<file path="src/rtl/sprite_draw_scheduler_pkg.sv">
// sprite_draw_scheduler_pkg: screen bounds, FSM encoding and default erase colour
package sprite_draw_scheduler_pkg;
  localparam logic [7:0] SCREEN_W = 8'd160;
  localparam logic [6:0] SCREEN_H = 7'd120;
  typedef logic [1:0] state_t;
  localparam state_t S_IDLE = 2'd0;
  localparam state_t S_DRAW = 2'd1;
  localparam state_t S_DONE = 2'd2;
  localparam logic [2:0] DEF_BG_COLOUR = 3'b000;
endpackage

</file>
<file path="src/rtl/sprite_draw_scheduler_arbiter.sv">
// rr_arbiter: combinational round-robin pick, searching upward from the pointer with wrap
module rr_arbiter
  import sprite_draw_scheduler_pkg::*;
#(
  parameter int N_REQ = 4,
  localparam int IW = $clog2(N_REQ)
) (
  input  logic [N_REQ-1:0] i_req,
  input  logic [IW-1:0]    i_pointer,
  output logic [N_REQ-1:0] o_gnt,
  output logic [IW-1:0]    o_idx,
  output logic             o_any
);
  logic [IW:0] w_s;
  always_comb begin
    o_idx = '0;
    w_s = '0;
    for (int k = N_REQ - 1; k >= 0; k--) begin
      w_s = {1'b0, i_pointer} + (IW+1)'(k);
      w_s = (w_s >= (IW+1)'(N_REQ)) ? w_s - (IW+1)'(N_REQ) : w_s;
      o_idx = i_req[w_s[IW-1:0]] ? w_s[IW-1:0] : o_idx;
    end
    o_any = |i_req;
    o_gnt = o_any ? N_REQ'(1) << o_idx : '0;
  end
endmodule

</file>
<file path="src/rtl/sprite_draw_scheduler.sv">
// sprite_draw_scheduler: round-robin sharing of the VGA pixel port, drawing one SIZE x SIZE box per grant
module sprite_draw_scheduler
  import sprite_draw_scheduler_pkg::*;
#(
  parameter int N_REQ = 4,
  parameter int SIZE = 4,
  parameter logic [2:0] BG_COLOUR = DEF_BG_COLOUR
) (
  input  logic             clk,
  input  logic             reset,
  input  logic [N_REQ-1:0] req,
  input  logic [N_REQ-1:0] erase,
  input  logic [N_REQ*8-1:0] x_in,
  input  logic [N_REQ*7-1:0] y_in,
  input  logic [N_REQ*3-1:0] colour_in,
  output logic [N_REQ-1:0] grant,
  output logic [N_REQ-1:0] done,
  output logic             busy,
  output logic [7:0]       vga_x,
  output logic [6:0]       vga_y,
  output logic [2:0]       vga_colour,
  output logic             vga_plot
);
  localparam int IW = $clog2(N_REQ);
  localparam int LW = $clog2(SIZE);
  localparam int CW = 2 * LW;
  state_t r_state, w_next;
  logic [IW-1:0] r_ptr, r_idx, w_idx;
  logic [N_REQ-1:0] r_grant, w_gnt;
  logic [CW-1:0] r_cnt;
  logic [7:0] r_bx, w_sx, w_px;
  logic [6:0] r_by, w_sy, w_py;
  logic [2:0] r_col, w_sc;
  logic r_erase, w_se, w_any, w_draw;
  rr_arbiter #(.N_REQ(N_REQ)) u_arb (
    .i_req(req),
    .i_pointer(r_ptr),
    .o_gnt(w_gnt),
    .o_idx(w_idx),
    .o_any(w_any)
  );
  always_comb begin
    w_sx = '0;
    w_sy = '0;
    w_sc = '0;
    w_se = 1'b0;
    for (int i = 0; i < N_REQ; i++) begin
      w_sx = (w_idx == IW'(i)) ? x_in[8*i +: 8] : w_sx;
      w_sy = (w_idx == IW'(i)) ? y_in[7*i +: 7] : w_sy;
      w_sc = (w_idx == IW'(i)) ? colour_in[3*i +: 3] : w_sc;
      w_se = (w_idx == IW'(i)) ? erase[i] : w_se;
    end
  end
  always_ff @(posedge clk)
    if (reset) r_state <= S_IDLE;
    else r_state <= w_next;
  always_comb
    w_next = (r_state == S_IDLE) ? (w_any ? S_DRAW : S_IDLE) :
             (r_state == S_DRAW) ? (&r_cnt ? S_DONE : S_DRAW) : S_IDLE;
  always_ff @(posedge clk)
    if (reset) begin
      r_ptr <= '0;
      r_idx <= '0;
      r_grant <= '0;
      r_cnt <= '0;
      r_bx <= '0;
      r_by <= '0;
      r_col <= '0;
      r_erase <= 1'b0;
    end else begin
      if (r_state == S_IDLE && w_any) begin
        r_idx <= w_idx;
        r_grant <= w_gnt;
        r_bx <= w_sx;
        r_by <= w_sy;
        r_col <= w_sc;
        r_erase <= w_se;
        r_cnt <= '0;
      end else if (r_state == S_DRAW) r_cnt <= r_cnt + 1'b1;
      if (r_state == S_DONE) r_ptr <= (r_idx == IW'(N_REQ - 1)) ? '0 : r_idx + 1'b1;
    end
  // Off-screen pixels still take their cycle so box timing never depends on position
  always_comb begin
    w_draw = r_state == S_DRAW;
    w_px = r_bx + 8'(r_cnt[LW-1:0]);
    w_py = r_by + 7'(r_cnt[CW-1:LW]);
    vga_x = w_draw ? w_px : '0;
    vga_y = w_draw ? w_py : '0;
    vga_colour = w_draw ? (r_erase ? BG_COLOUR : r_col) : '0;
    vga_plot = w_draw && (w_px < SCREEN_W) && (w_py < SCREEN_H);
    grant = w_draw ? r_grant : '0;
    done = (r_state == S_DONE) ? r_grant : '0;
    busy = r_state != S_IDLE;
  end
endmodule
</file>
<file path="config.mk">
export PLATFORM = sky130hd
export DESIGN_NAME = sprite_draw_scheduler
export DESIGN_NICKNAME = d
export VERILOG_FILES = /design/src/rtl/sprite_draw_scheduler_pkg.sv /design/src/rtl/sprite_draw_scheduler_arbiter.sv /design/src/rtl/sprite_draw_scheduler.sv
export SDC_FILE = /design/constraint.sdc
export NUM_CORES = 1
export LEC_CHECK = 0
export CAP_MARGIN = 0
export CELL_PAD_IN_SITES_DETAIL_PLACEMENT = 1
export CELL_PAD_IN_SITES_GLOBAL_PLACEMENT = 1
export CORE_UTILIZATION = 33
export DETAILED_ROUTE_END_ITERATION = 6
export GPL_TIMING_DRIVEN = 0
export PLACE_DENSITY = 0.9
export SLEW_MARGIN = 10
export SYNTH_ARGS = -nofsm -noshare
export SYNTH_HDL_FRONTEND = slang
export SYNTH_SLANG_ARGS = --single-unit
</file>
<file path="constraint.sdc">
create_clock -name clk -period 5.7 [get_ports clk]
set_input_delay 1.14 -clock clk [delete_from_list [all_inputs] [get_ports clk]]
set_output_delay 1.14 -clock clk [all_outputs]
set_load 0.03 [all_outputs]
</file>
==> results of run 1 <==
==> layer usage <==
metal / GRT usage / vias up
met5: 0 / -
li1: - / 1158
met2: 0.407 / 72
met1: 0.268 / 1127
met3: 0.0483 / 13
met4: 0.0641 / 0
==> critical path: cells and delay by family (launching register included) <==
family	cells	cell delay, ps
flops	1	410
simple gates	2	330
buf+inv	2	780
fa+ha+maj	2	570
xor+xnor	1	190
compound gates	2	410
==> sequential cells by signal, indices dropped and copies added (netlist names) <==
register and cells:
r_bx 8, r_by 7, r_cnt 4, r_grant 4, r_col 3, r_idx 2, r_ptr 2, r_state 2
r_erase 1
==> Yosys cell counts (all sizes together) <==
library cell	count	area share
or2	2	0.0052
clkbuf	10	0.016
a221o	1	0.0042
nand2	13	0.020
a221oi	19	0.12
nor2	21	0.033
buf	8	0.029
a21oi	10	0.021
xor2	7	0.026
a22oi	2	0.0063
mux2i	41	0.17
o21bai	17	0.053
dfxtp	33	0.28
mux2	1	0.0063
a21boi	1	0.0031
ha	6	0.031
a21o	1	0.0031
nand2b	4	0.010
o221ai	1	0.0037
nor2b	8	0.021
or3	1	0.0026
and3	1	0.0026
o31ai	1	0.0031
inv	6	0.0094
nor4	1	0.0026
xnor2	6	0.022
nor3b	3	0.0094
fa	2	0.017
nand3	3	0.0063
nand4	3	0.0078
and2	13	0.034
nor3	7	0.015
o21ai	1	0.0021
a211oi	1	0.0031
==> final cells by class <==
type	instances	area, um2
Sequential cell	33	661
Multi-Input combinational cell	198	1600
Buffer	18	106
Clock buffer	5	68.8
Fill cell	828	3230
Inverter	6	22.5
Tap cell	96	120
Timing Repair Buffer	108	1080
Clock inverter	3	17.5
==> report_power, final <==
part           internal (uW)  switching, uW
Combinational            124            117
Sequential               249           18.1
Clock                   84.4           97.9
Total                    458            233
==> logic make-up (layout without fill, tap and decap cells) <==
kind of cell	count (synthesis)	count (layout)
mux	42	42
simple gates	80	80
fa+ha+maj	8	8
xor+xnor	13	13
flops	33	33
buf+inv	24	140
compound gates	55	55
==> per-stage QoR <==
step	hold WS (ps)	cells	util	total power [uW]	instance area, um2
2_1_floorplan	436	255	-	402	2390
3_3_place_gp	454	459	0.520	506	3590
3_5_place_dp	460	459	0.520	514	3590
4_1_cts	468	467	0.533	695	3680
5_1_grt	502	467	0.533	726	3680
6_report	470	467	0.533	691	3680
==> how the worst min path moves through the flow <==
stage	cells past startpoint	to	slack [ps]
floorplan	2	r_grant[0]	440
global placement	2	r_grant[0]	450
detailed placement	2	r_grant[0]	460
CTS	2	r_grant[0]	470
global route	2	r_grant[0]	500
finish	2	r_grant[0]	470
==> reports/metrics.csv, run 1 <==
stage;metric;value;unit
die;core_area;6910;um2
logic_synthesis;syn_area;2390;um2
logic_synthesis;synth_compound_area_frac;0.227;
layout;finalNetCount;460;
clocking;cts_hold_buf;0;
clocking;cts-buffers-inserted;5;
timing;rsz0062_at_grt;false;
timing;fin_crit_sh;0.727;
timing;slew_violations;0;
routing;drc;0;
logic_synthesis;synth_cell_types;38;
placement;dp_hpwl;6390;um
timing;relSlewSlack;0.599;
routing;first_pass_iters;4;
die;ios;110;
worst_setup_path;crit_path_max_fanout;4;
logic_synthesis;yosysSeqAreaShare;0.276;
timing;worst_slew_pin_slew;601;ps
logic_synthesis;synthAdderAreaFrac;0.0481;
routing;drt-met1-wl;3510;um
worst_setup_path;r2r-end;r_erase;
timing;period_needed;4140;ps
routing;dr_wl_met3;410;um
logic_synthesis;post_synth.cell_area_avg;9.39;um2
worst_setup_path;required;4560;ps
placement;place_congestion;0.766;
global_route;grt_pass1_wl;13100;um
global_route;grt_start_max_net_pins;12;
timing;setup_violations;0;
layout;drive_gt1_frac;0.0970;
global_route;grt_use_total;0.225;
clocking;clk_latency;290;ps
worst_setup_path;worstSetupStartpoint;r_cnt[2];
worst_setup_path;endpoint;vga_plot;
layout;n_antenna_cell;0;
worst_setup_path;r2r_setup_slack;3600;ps
routing;route.vias.total;2370;
worst_setup_path;cp-start-kind;register;
power;p_leak;0.00139;uW
die;fp.dieArea;7600;um2
clocking;cts_sinks;33;
worst_hold_path;hp-class;register to register;
clocking;cts-htree-levels;2;
timing;setup_tns;0;ps
logic_synthesis;synth_top_family_by_area;compound AO/OA/AOI/OAI gates;
logic_synthesis;synth-seq-cells;33;
die;start_util;0.347;
flow_run;drv_cap;0;
routing;drt_iter0_drc;48;
clocking;cts-root-buf;clkbuf_8;
power;power_density;188;nW/um2
worst_setup_path;cp-end-kind;output port;
timing;finalWorstSetupSlack;1560;ps
logic_synthesis;syn-num-nets;345;
clocking;postCtsSetupBuffers;0;
layout;most-common-layout-cells;clkdlybuf4s50_1 (108), mux2i_1 (41), dfxtp_1 (33), nor2_1 (21), a221oi_2 (18);
clocking;clkTransAtPathRegs;80;ps
logic_synthesis;synth_simple_gate_area_share;0.170;
layout;layout_commonest_cell;clkdlybuf4s50_1;
global_route;grt_pass1_vias;2663;
clocking;cts_tree;yes;
routing;ant_nets;0;
worst_setup_path;cp_slowest_stage_delay;730;ps
routing;met2_length;4240;um
worst_setup_path;path_class;register to output port;
placement;portBuffers;108;
logic_synthesis;synth_mux_area_frac;0.178;
worst_setup_path;r2r_cells;5;
worst_setup_path;cp_slowest_cell;clkdlybuf4s50_1;
routing;routed.top_layer;met4;
die;die_y;87.2;um
logic_synthesis;syn_inst;255;
timing;fmax;241;MHz
placement;preCtsSetupSlack;1890;ps
worst_setup_path;worstPathCellList;ha_1, inv_1, fa_1, nor2b_1, nand2_1, xor2_1, o31ai_1, a211oi_1, clkdlybuf4s50_1;
logic_synthesis;synth_xor_area_frac;0.0476;
routing;wl;8260;um
worst_setup_path;critPathArrivalTime;3000;ps
global_route;grt_remaining_overflow;0;
global_route;antenna_found_initial;0;
worst_hold_path;hold_start;r_grant[0];
power;ir_drop;88.2;uV
worst_setup_path;timing.rr.start;r_ptr[1];
run_status;status;finished, final reports clean;
die;die_w;87.2;um
routing;vias_per_cell;5.07;
routing;wl_per_cell;17.7;um
timing;hold_violations;0;
clocking;cts-resized-gates;0;
timing;clock_skew;4.33;ps
layout;area_growth;53.8;%
clocking;clock_path_buffers;2;
logic_synthesis;yosys_warnings;0;
die;rows;30;
No activity file was read; power rests on OpenSTA's default activity.
==> inputs of run 2 (changes only) <==
--- a/config.mk
+++ b/config.mk
@@ -8,10 +8,10 @@
 export CAP_MARGIN = 0
 export CELL_PAD_IN_SITES_DETAIL_PLACEMENT = 1
 export CELL_PAD_IN_SITES_GLOBAL_PLACEMENT = 1
-export CORE_UTILIZATION = 33
+export CORE_UTILIZATION = 30
 export DETAILED_ROUTE_END_ITERATION = 6
 export GPL_TIMING_DRIVEN = 0
-export PLACE_DENSITY = 0.9
+export PLACE_DENSITY = 0.83
 export SLEW_MARGIN = 10
 export SYNTH_ARGS = -nofsm -noshare
 export SYNTH_HDL_FRONTEND = slang
==> constraint.sdc (replaced) <==
create_clock -name clk -period 4.17 [get_ports clk]
set_input_delay 0.834 -clock clk [delete_from_list [all_inputs] [get_ports clk]]
set_output_delay 0.834 -clock clk [all_outputs]
set_load 0.03 [all_outputs]
==> run 2 against run 1 <==
Net effect: critical endpoint unchanged; critical path type unchanged; global-route usage shrank 3.2 points; design area up 0.61%; total power grew 40%; worst setup slack worse by 1100 ps; largest power group unchanged.
==> reports/metrics.csv, run 2 (synthesis results as in run 1) <==
stage;metric;value;unit;change
placement;place_congestion;0.775;;+1.2%
worst_setup_path;path_class;register to output port;;
layout;layout_commonest_cell;clkdlybuf4s50_1;;
routing;dr_wl_met3;344;um;-16%
clocking;cts-resized-gates;0;;unchanged
routing;first_pass_iters;4;;unchanged
routing;wl_per_cell;16.6;um;-6.1%
timing;period_needed;3730;ps;
clocking;cts_hold_buf;0;;unchanged
die;ios;110;;unchanged
timing;clock_skew;4.87;ps;+0.544 ps
global_route;grt_start_max_net_pins;11;;-1
timing;slew_violations;0;;unchanged
layout;n_antenna_cell;0;;unchanged
clocking;postCtsSetupBuffers;0;;unchanged
routing;wl;7860;um;-4.9%
timing;rsz0062_at_grt;false;;
timing;setup_violations;0;;unchanged
routing;drt-met1-wl;3400;um;-3.2%
timing;fin_crit_sh;0.894;;
die;die_w;91.3;um;+4.8%
power;p_leak;0.00140;uW;+0.74%
die;fp.dieArea;8340;um2;+9.8%
global_route;grt_remaining_overflow;0;;unchanged
global_route;antenna_found_initial;0;;unchanged
power;power_density;261;nW/um2;+39%
run_status;status;finished, final reports clean;;
routing;met2_length;4020;um;-5.3%
clocking;cts-buffers-inserted;5;;unchanged
layout;area_growth;54.7;%;
placement;preCtsSetupSlack;733;ps;-1160 ps
worst_setup_path;cp-start-kind;register;;
global_route;grt_use_total;0.193;;-0.0325
routing;drc;0;;unchanged
layout;top_regs;r_bx x8, r_by x7;;
clocking;clk_latency;290;ps;about the same
layout;largest_reg_flops;8;;unchanged
timing;hold_violations;0;;unchanged
global_route;grt_pass1_wl;12400;um;-5.1%
clocking;clock_path_buffers;2;;unchanged
clocking;cts-root-buf;clkbuf_8;;
die;core_area;7730;um2;+12%
worst_setup_path;cp_slowest_stage_delay;720;ps;about the same
clocking;cts-htree-levels;2;;unchanged
timing;fmax;268;MHz;
layout;most-common-layout-cells;clkdlybuf4s50_1 (108), mux2i_1 (41), dfxtp_1 (33), nor2_1 (21), a221oi_2 (18);;
layout;n_fill_cell;890;;+7.5%
die;die_y;91.3;um;+4.8%
flow_run;drv_cap;0;;unchanged
timing;setup_tns;0;ps;unchanged
placement;dp_hpwl;6070;um;-5.1%
timing;worst_slew_pin_slew;594;ps;-6.74 ps
worst_setup_path;worstPathCellList;ha_1, inv_1, fa_1, nor2b_1, nand2_1, xor2_1, o31ai_1, a211oi_1, clkdlybuf4s50_1;;
routing;routed.top_layer;met4;;
worst_hold_path;hold_start;r_grant[2];;
placement;portBuffers;108;;unchanged
timing;finalWorstSetupSlack;441;ps;-1120 ps
power;ir_drop;143;uV;+62%
global_route;grt_pass1_vias;2518;;-5.4%
layout;top_register;r_bx;;
clocking;clkTransAtPathRegs;70;ps;about the same
routing;drt_iter0_drc;66;;+38%
worst_setup_path;cp_slowest_cell;clkdlybuf4s50_1;;
worst_setup_path;crit_path_max_fanout;4;;unchanged
worst_setup_path;worstSetupStartpoint;r_cnt[2];;
routing;route.vias.total;2363;;-0.30%
routing;vias_per_cell;5.00;;-1.6%
die;rows;32;;+6.7%
worst_setup_path;required;3340;ps;-1220 ps
layout;regArea;661;um2;unchanged
worst_hold_path;hp-class;register to register;;
worst_setup_path;cp-end-kind;output port;;
clocking;cts_tree;yes;;
clocking;cts_sinks;33;;unchanged
layout;finalNetCount;460;;unchanged
layout;multi_input_area;1600;um2;unchanged
layout;drive_gt1_frac;0.0970;;unchanged
worst_setup_path;timing.rr.start;r_ptr[1];;
timing;relSlewSlack;0.604;;+0.00449
worst_setup_path;critPathArrivalTime;2900;ps;-100 ps
die;start_util;0.310;;-0.0368
routing;ant_nets;0;;unchanged
==> run 2: cell types whose count changed in the layout (fill, tap and decap cells not counted), sizes merged <==
cell / before / now
clkinvlp: 1 / 0
clkinv: 2 / 1
clkbuf: 15 / 17
==> run 2: cell type report <==
cell class / instances / area share
repair buffers: 108 / 0.292
clock buffers: 7 / 0.0260
multi-input cells: 198 / 0.433
flip-flops and latches: 33 / 0.178
inverters: 6 / 0.00608
clock inverters: 1 / 0.00135
plain buffers: 18 / 0.0287
well taps: 102 / 0.0345
==> run 2: metrics by stage <==
step                power (uW)  cell area, um2  cells  hold slack [ps]  utilization
floorplan                  549            2390    255              436            -
global placement           694            3600    465              457        0.466
detailed placement         702            3600    465              469        0.466
CTS                        976            3700    473              478        0.479
global route              1010            3700    473              508        0.479
finish                     966            3700    473              473        0.479
==> run 2: path summary, 6_finish.rpt <==
check	slack [ps]	endpoint	cells past startpoint
setup / recovery	440	vga_plot	9
hold / removal	470	r_grant[2]	2
setup reg to reg	2020	r_col[2]	5
hold reg to reg	470	r_grant[2]	2
==> run 2: where the power goes <==
group          leakage [uW]  internal, uW  switching (uW)
logic               0.00108           170             159
clock network     0.0000542           149             124
registers          0.000272           341            23.0
total               0.00140           660             306
==> run 2: critical path: cells and delay by family, from the launching register on <==
family | cells | cell delay [ps]
buf+inv | 2 | 780
compound gates | 2 | 350
flops | 1 | 410
fa+ha+maj | 2 | 570
xor+xnor | 1 | 200
simple gates | 2 | 300
==> run 2: layer usage <==
metal | track usage | up-vias
li1 | - | 1155
met1 | 0.231 | 1138
met2 | 0.348 | 62
met3 | 0.0419 | 8
met4 | 0.0476 | 0
met5 | 0 | -
==> RTL change 1: new RTL, flow settings as in run 1 <==
`N_REQ` is set to 4 in 2 places; all go to 8.
--- a/src/rtl/sprite_draw_scheduler_arbiter.sv
+++ b/src/rtl/sprite_draw_scheduler_arbiter.sv
@@ -4,3 +4,3 @@
 #(
-  parameter int N_REQ = 4,
+  parameter int N_REQ = 8,
   localparam int IW = $clog2(N_REQ)
--- a/src/rtl/sprite_draw_scheduler.sv
+++ b/src/rtl/sprite_draw_scheduler.sv
@@ -4,3 +4,3 @@
 #(
-  parameter int N_REQ = 4,
+  parameter int N_REQ = 8,
   parameter int SIZE = 4,
Interface: changed (7 resized); port bits go from 110 to 198. The function was not compared with the original's and may differ.
==> RTL change 1 against run 1 <==
  * Hold slack improved by 0.0095 ns
  * Worst setup slack got worse by 0.39 ns
  * Wire length rose by 140%
  * Total power increased by 51%
  * Largest cell class unchanged
  * Design area rose by 79%
  * Synthesized area rose by 78%
  * Sequential cell count up 6
  * Critical path type is now flop to flop
  * Via count increased by 120%
==> RTL change 1: results (changes against run 1) <==
status=completed; Mapped Avg Cell Area=8.20 sq um (-13%); worst rel slew slack=55.1% (-4.8 points); Post-Route WL=20000 um (+140%); Iter 0 DRT Violations=361 (+650%); first-pass GRT wire length=30100 um (+130%); pin count of the biggest net entering global routing=14 (+2); CTS max path bufs=2 (unchanged); Net Count, Synth=692 (+100%); part of the Yosys area used for sequential elements=18.4% (-9.2 points); # H-tree levels=2 (unchanged); vias in the first global route=5443 (+100%); Crit path max-delay family=compound AO/OA/AOI/OAI gates; Worst Clk Skew=0.0108 ns (+0.00646 ns); setup slack, reg-to-reg=1.16 ns (-2.44 ns); M1 WL=8350 um (+140%); crit-path max cell delay=0.50 ns (-0.23 ns); layout cell share with drive strength beyond 1=10.1% (+0.39 points); final weighted congestion in routability-driven placement=0.922 (+20%); post_cts resized=0 (unchanged); placed insts=887 (+93%); Setup Buffers After CTS=0 (unchanged); net switching power=341 uW (+46%); crit path to=r_bx[2]; synthesis warning total=0 (unchanged); ranking of synthesized cells by area=dfxtp_1, mux2i_1, mux4_2; Clock Latency Late Sink=0.29 ns (about the same); WL/cell=22.3 um (+26%); WP depth=14 (+5); clk slew on worst S/H paths=roughly 0.07 ns; Final setup viols=0 (unchanged); Reg2Reg Capture Point=r_bx[2]; via/cell ratio=5.75 (+13%); WL met2=9730 um (+130%); Crit Path Max Fanout=10 (+6); largest registers=r_bx x8, r_grant x8, r_by x7; total global-route track usage=29.8% (+7.2 points); ys async rst share=0% (unchanged); Peak supply drop=149 uV (+69%); Nets=895 (+95%); Leak=0.00248 uW (+78%); Crit Path Class=flop to flop; Post-DP HPWL=16400 um (+160%); WL met3=1260 um (+210%); max_cap viols=0 (unchanged); arrival time worst endpoint=4.72 ns (+1.72 ns); Distinct cells, synth=72 (+89%); antenna violations before repair=0 (unchanged); Initial DRT Pass Iterations=5 (+1); commonest cells in the netlist=nand2_1, mux2i_1, nor2_1; Slowest-stage cell, CP=dfxtp_1; CTS Root Cell=clkbuf_16; IO Port Bufs=196 (+81%); fillers=1523 (+84%)
[RTL change 1: metal layers]
layer	up-vias	global-route usage, %
li1	2358	-
met1	2502	38.3
met2	249	50.7
met3	41	4.39
met4	0	10.7
met5	-	0
[RTL change 1: logic make-up after synthesis]
group / Yosys count / synth area share, %
xor+xnor: 18 / 4.06
mux: 72 / 20.7
flops: 39 / 18.4
simple gates: 203 / 23.7
buf+inv: 49 / 6.24
compound gates: 127 / 23.4
fa+ha+maj: 11 / 3.59
[RTL change 1: power groups by stage]
stage	logic, uW	registers (uW)	clock network (uW)
after global placement	383	321	0
after floorplan	196	312	0
after detailed placement	396	323	0
after CTS	400	317	324
after global routing	428	320	336
final	404	318	325
[RTL change 1: stage by stage]
step	setup WS, ns	hold WS [ns]	utilization, %	area [sq um]	power, uW
3_5_place_dp	0.989	0.473	51.0	6430	719
3_3_place_gp	1.06	0.451	51.0	6430	704
4_1_cts	1.21	0.481	52.3	6600	1040
2_1_floorplan	2.18	0.430	-	4250	508
5_1_grt	0.872	0.521	52.3	6600	1080
6_report	1.16	0.480	52.3	6600	1050
[RTL change 1: worst min-delay path by stage]
stage | start | to | slack (ns) | cells past startpoint
after global placement | r_grant[5] | r_grant[5] | 0.45 | 2
after detailed placement | r_grant[5] | r_grant[5] | 0.47 | 2
after floorplan | r_grant[6] | r_grant[6] | 0.43 | 2
after CTS | r_grant[0] | r_grant[0] | 0.48 | 2
after global routing | r_grant[0] | r_grant[0] | 0.52 | 2
final | r_grant[0] | r_grant[0] | 0.48 | 2
[RTL change 1: worst register-to-register path, delay by kind of cell, from the launching register on]
kind,cells,cell delay (ns)
AO/OA/AOI/OAI,5,1.35
AND/OR/NAND/NOR,2,0.65
flip-flops,1,0.50
multiplexers,1,0.14
buffers and inverters,4,1.18
XOR/XNOR,1,0.33
adder cells (fa/ha/maj),1,0.29
[RTL change 1: layout make-up]
| type | count | area share [%] |
|---|---|---|
| Antenna cell | 1 | 0.0379 |
| Clock inverter | 3 | 0.663 |
| Tap cell | 172 | 3.26 |
| Multi-Input combinational cell | 431 | 48.6 |
| Clock buffer | 5 | 1.90 |
| Sequential cell | 39 | 11.8 |
| Buffer | 41 | 3.56 |
| Inverter | 8 | 0.455 |
| Timing Repair Buffer | 196 | 29.7 |
==> RTL change 2: new RTL, flow settings as in run 1 <==
Without the edit above. Reset style: asynchronous (`reset`), changed in 2 clocked blocks.
--- a/src/rtl/sprite_draw_scheduler.sv
+++ b/src/rtl/sprite_draw_scheduler.sv
@@ -53,3 +53,3 @@
   end
-  always_ff @(posedge clk)
+  always_ff @(posedge clk or posedge reset)
     if (reset) r_state <= S_IDLE;
@@ -59,3 +59,3 @@
              (r_state == S_DRAW) ? (&r_cnt ? S_DONE : S_DRAW) : S_IDLE;
-  always_ff @(posedge clk)
+  always_ff @(posedge clk or posedge reset)
     if (reset) begin
Formal check against the unedited RTL: differs if reset is asserted again (counterexample within 4 cycles, from zero or initial values and one cycle with reset high); with reset held inactive, the same outputs for 10 cycles.
==> RTL change 2 against run 1 <==
  * Clock skew grew 0.0019 ns
  * Worst setup slack lost 0.15 ns
  * Sequential cell count is the same
  * Sequential share of layout area grew 4.2 points
  * Fmax shrank 3.6%
  * Die area grew 2.0%
  * Wire length grew 7.1%
  * Design area grew 1.4%
  * Synthesized area grew 2.1%
  * Global-route usage grew 2.0 points
  * Utilization shrank 1.6 points
Power is left out: it rests on default switching activity, and per cell area and clock period it moved more than threefold.
==> RTL change 2: results (changes against run 1) <==
via/cell ratio=5.40 (+6.3%); ranking of synthesized cells by area=dfrtp_1, mux2i_1, and2_1; Crit Path Max Fanout=6 (+2); first-pass GRT wire length=14300 um (+8.9%); status=completed; Distinct cells, synth=44 (+16%); total global-route track usage=24.5% (+2.0 points); Slew @ Worst Pin=1.03 ns (+0.426 ns); pin count of the biggest net entering global routing=34 (+22); Iter 0 DRT Violations=102 (+110%); Worst Clk Skew=0.00623 ns (+0.00191 ns); reg2reg start=r_ptr[0]; Post-Route WL=8850 um (+7.1%); hold depth=2 (unchanged); Main synth FF type=dfrtp_1; global route overflow=0 (unchanged); Crit path max-delay family=simple AND/OR/NAND/NOR gates; ys async rst share=100% (+100 points); HP Start=r_grant[3]; layout cell share with drive strength beyond 1=8.90% (-0.80 points); part of the Yosys area used for sequential elements=33.8% (+6.2 points); setup slack, reg-to-reg=3.47 ns (-0.13 ns); final weighted congestion in routability-driven placement=0.802 (+4.7%); Net Count, Synth=357 (+3.5%); Post-DP HPWL=6860 um (+7.3%); Nets=473 (+2.8%); Hold Path Sink=r_grant[3]; # H-tree levels=2 (unchanged); reg2reg path depth=6 (+1); fillers=866 (+4.6%); IO Port Bufs=109 (+0.93%); commonest cells in the netlist=dfrtp_1, nand3_1, and2_1, nand2_1, nor2_1; arrival time worst endpoint=3.16 ns (+0.16 ns); Reg2Reg Capture Point=r_bx[4]; vias in the first global route=2887 (+8.4%); CTS max path bufs=2 (unchanged)
RTL change 2: logic make-up (layout without fill, tap and decap cells):
logic type	count (synthesis)	in the layout	share of synthesized area, %
fa+ha+maj	8	8	4.71
xor+xnor	10	10	3.58
simple gates	113	113	24.6
flops	33	33	33.8
buf+inv	20	135	5.12
mux	25	25	10.7
compound gates	58	58	17.6
RTL change 2: metal layers:
| metal | part of all wire [%] | track usage (%) | vias to the layer above |
|---|---|---|---|
| met5 | 0 | 0 | - |
| met4 | 2.3 | 8.50 | 0 |
| met3 | 6.0 | 5.18 | 17 |
| met2 | 53 | 45.0 | 101 |
| met1 | 39 | 28.2 | 1265 |
| li1 | - | - | 1212 |
RTL change 2: how the worst max path moves through the flow:
stage	to	slack, ns	from
floorplan	vga_plot	2.13	r_cnt[2]
global placement	vga_plot	1.88	r_cnt[2]
detailed placement	vga_plot	1.75	r_cnt[2]
CTS	vga_plot	1.41	r_cnt[2]
global route	vga_plot	1.31	r_cnt[2]
finish	vga_plot	1.40	r_cnt[2]
RTL change 2: final cells by class:
type                       count  area (sq um)  area share [%]
timing repair buffer         109          1090            29.2
buffer                        15           106            2.85
inverter                       5          18.8           0.503
tap                           99           124            3.32
clock inverter                 1          5.00           0.134
sequential                    33           826            22.1
clock buffer                   5          68.8            1.84
multi-input combinational    214          1490            40.0
RTL change 2: per-stage QoR:
stage          hold WS, ns  instance area [sq um]  std cells  utilization [%]  setup WS, ns
6_report             0.478                   3730        481             51.7          1.40
5_1_grt              0.530                   3730        481             51.7          1.31
4_1_cts              0.486                   3730        481             51.7          1.41
3_5_place_dp         0.472                   3660        475             50.7          1.75
3_3_place_gp         0.461                   3660        475             50.7          1.88
2_1_floorplan        0.444                   2440        267                -          2.13
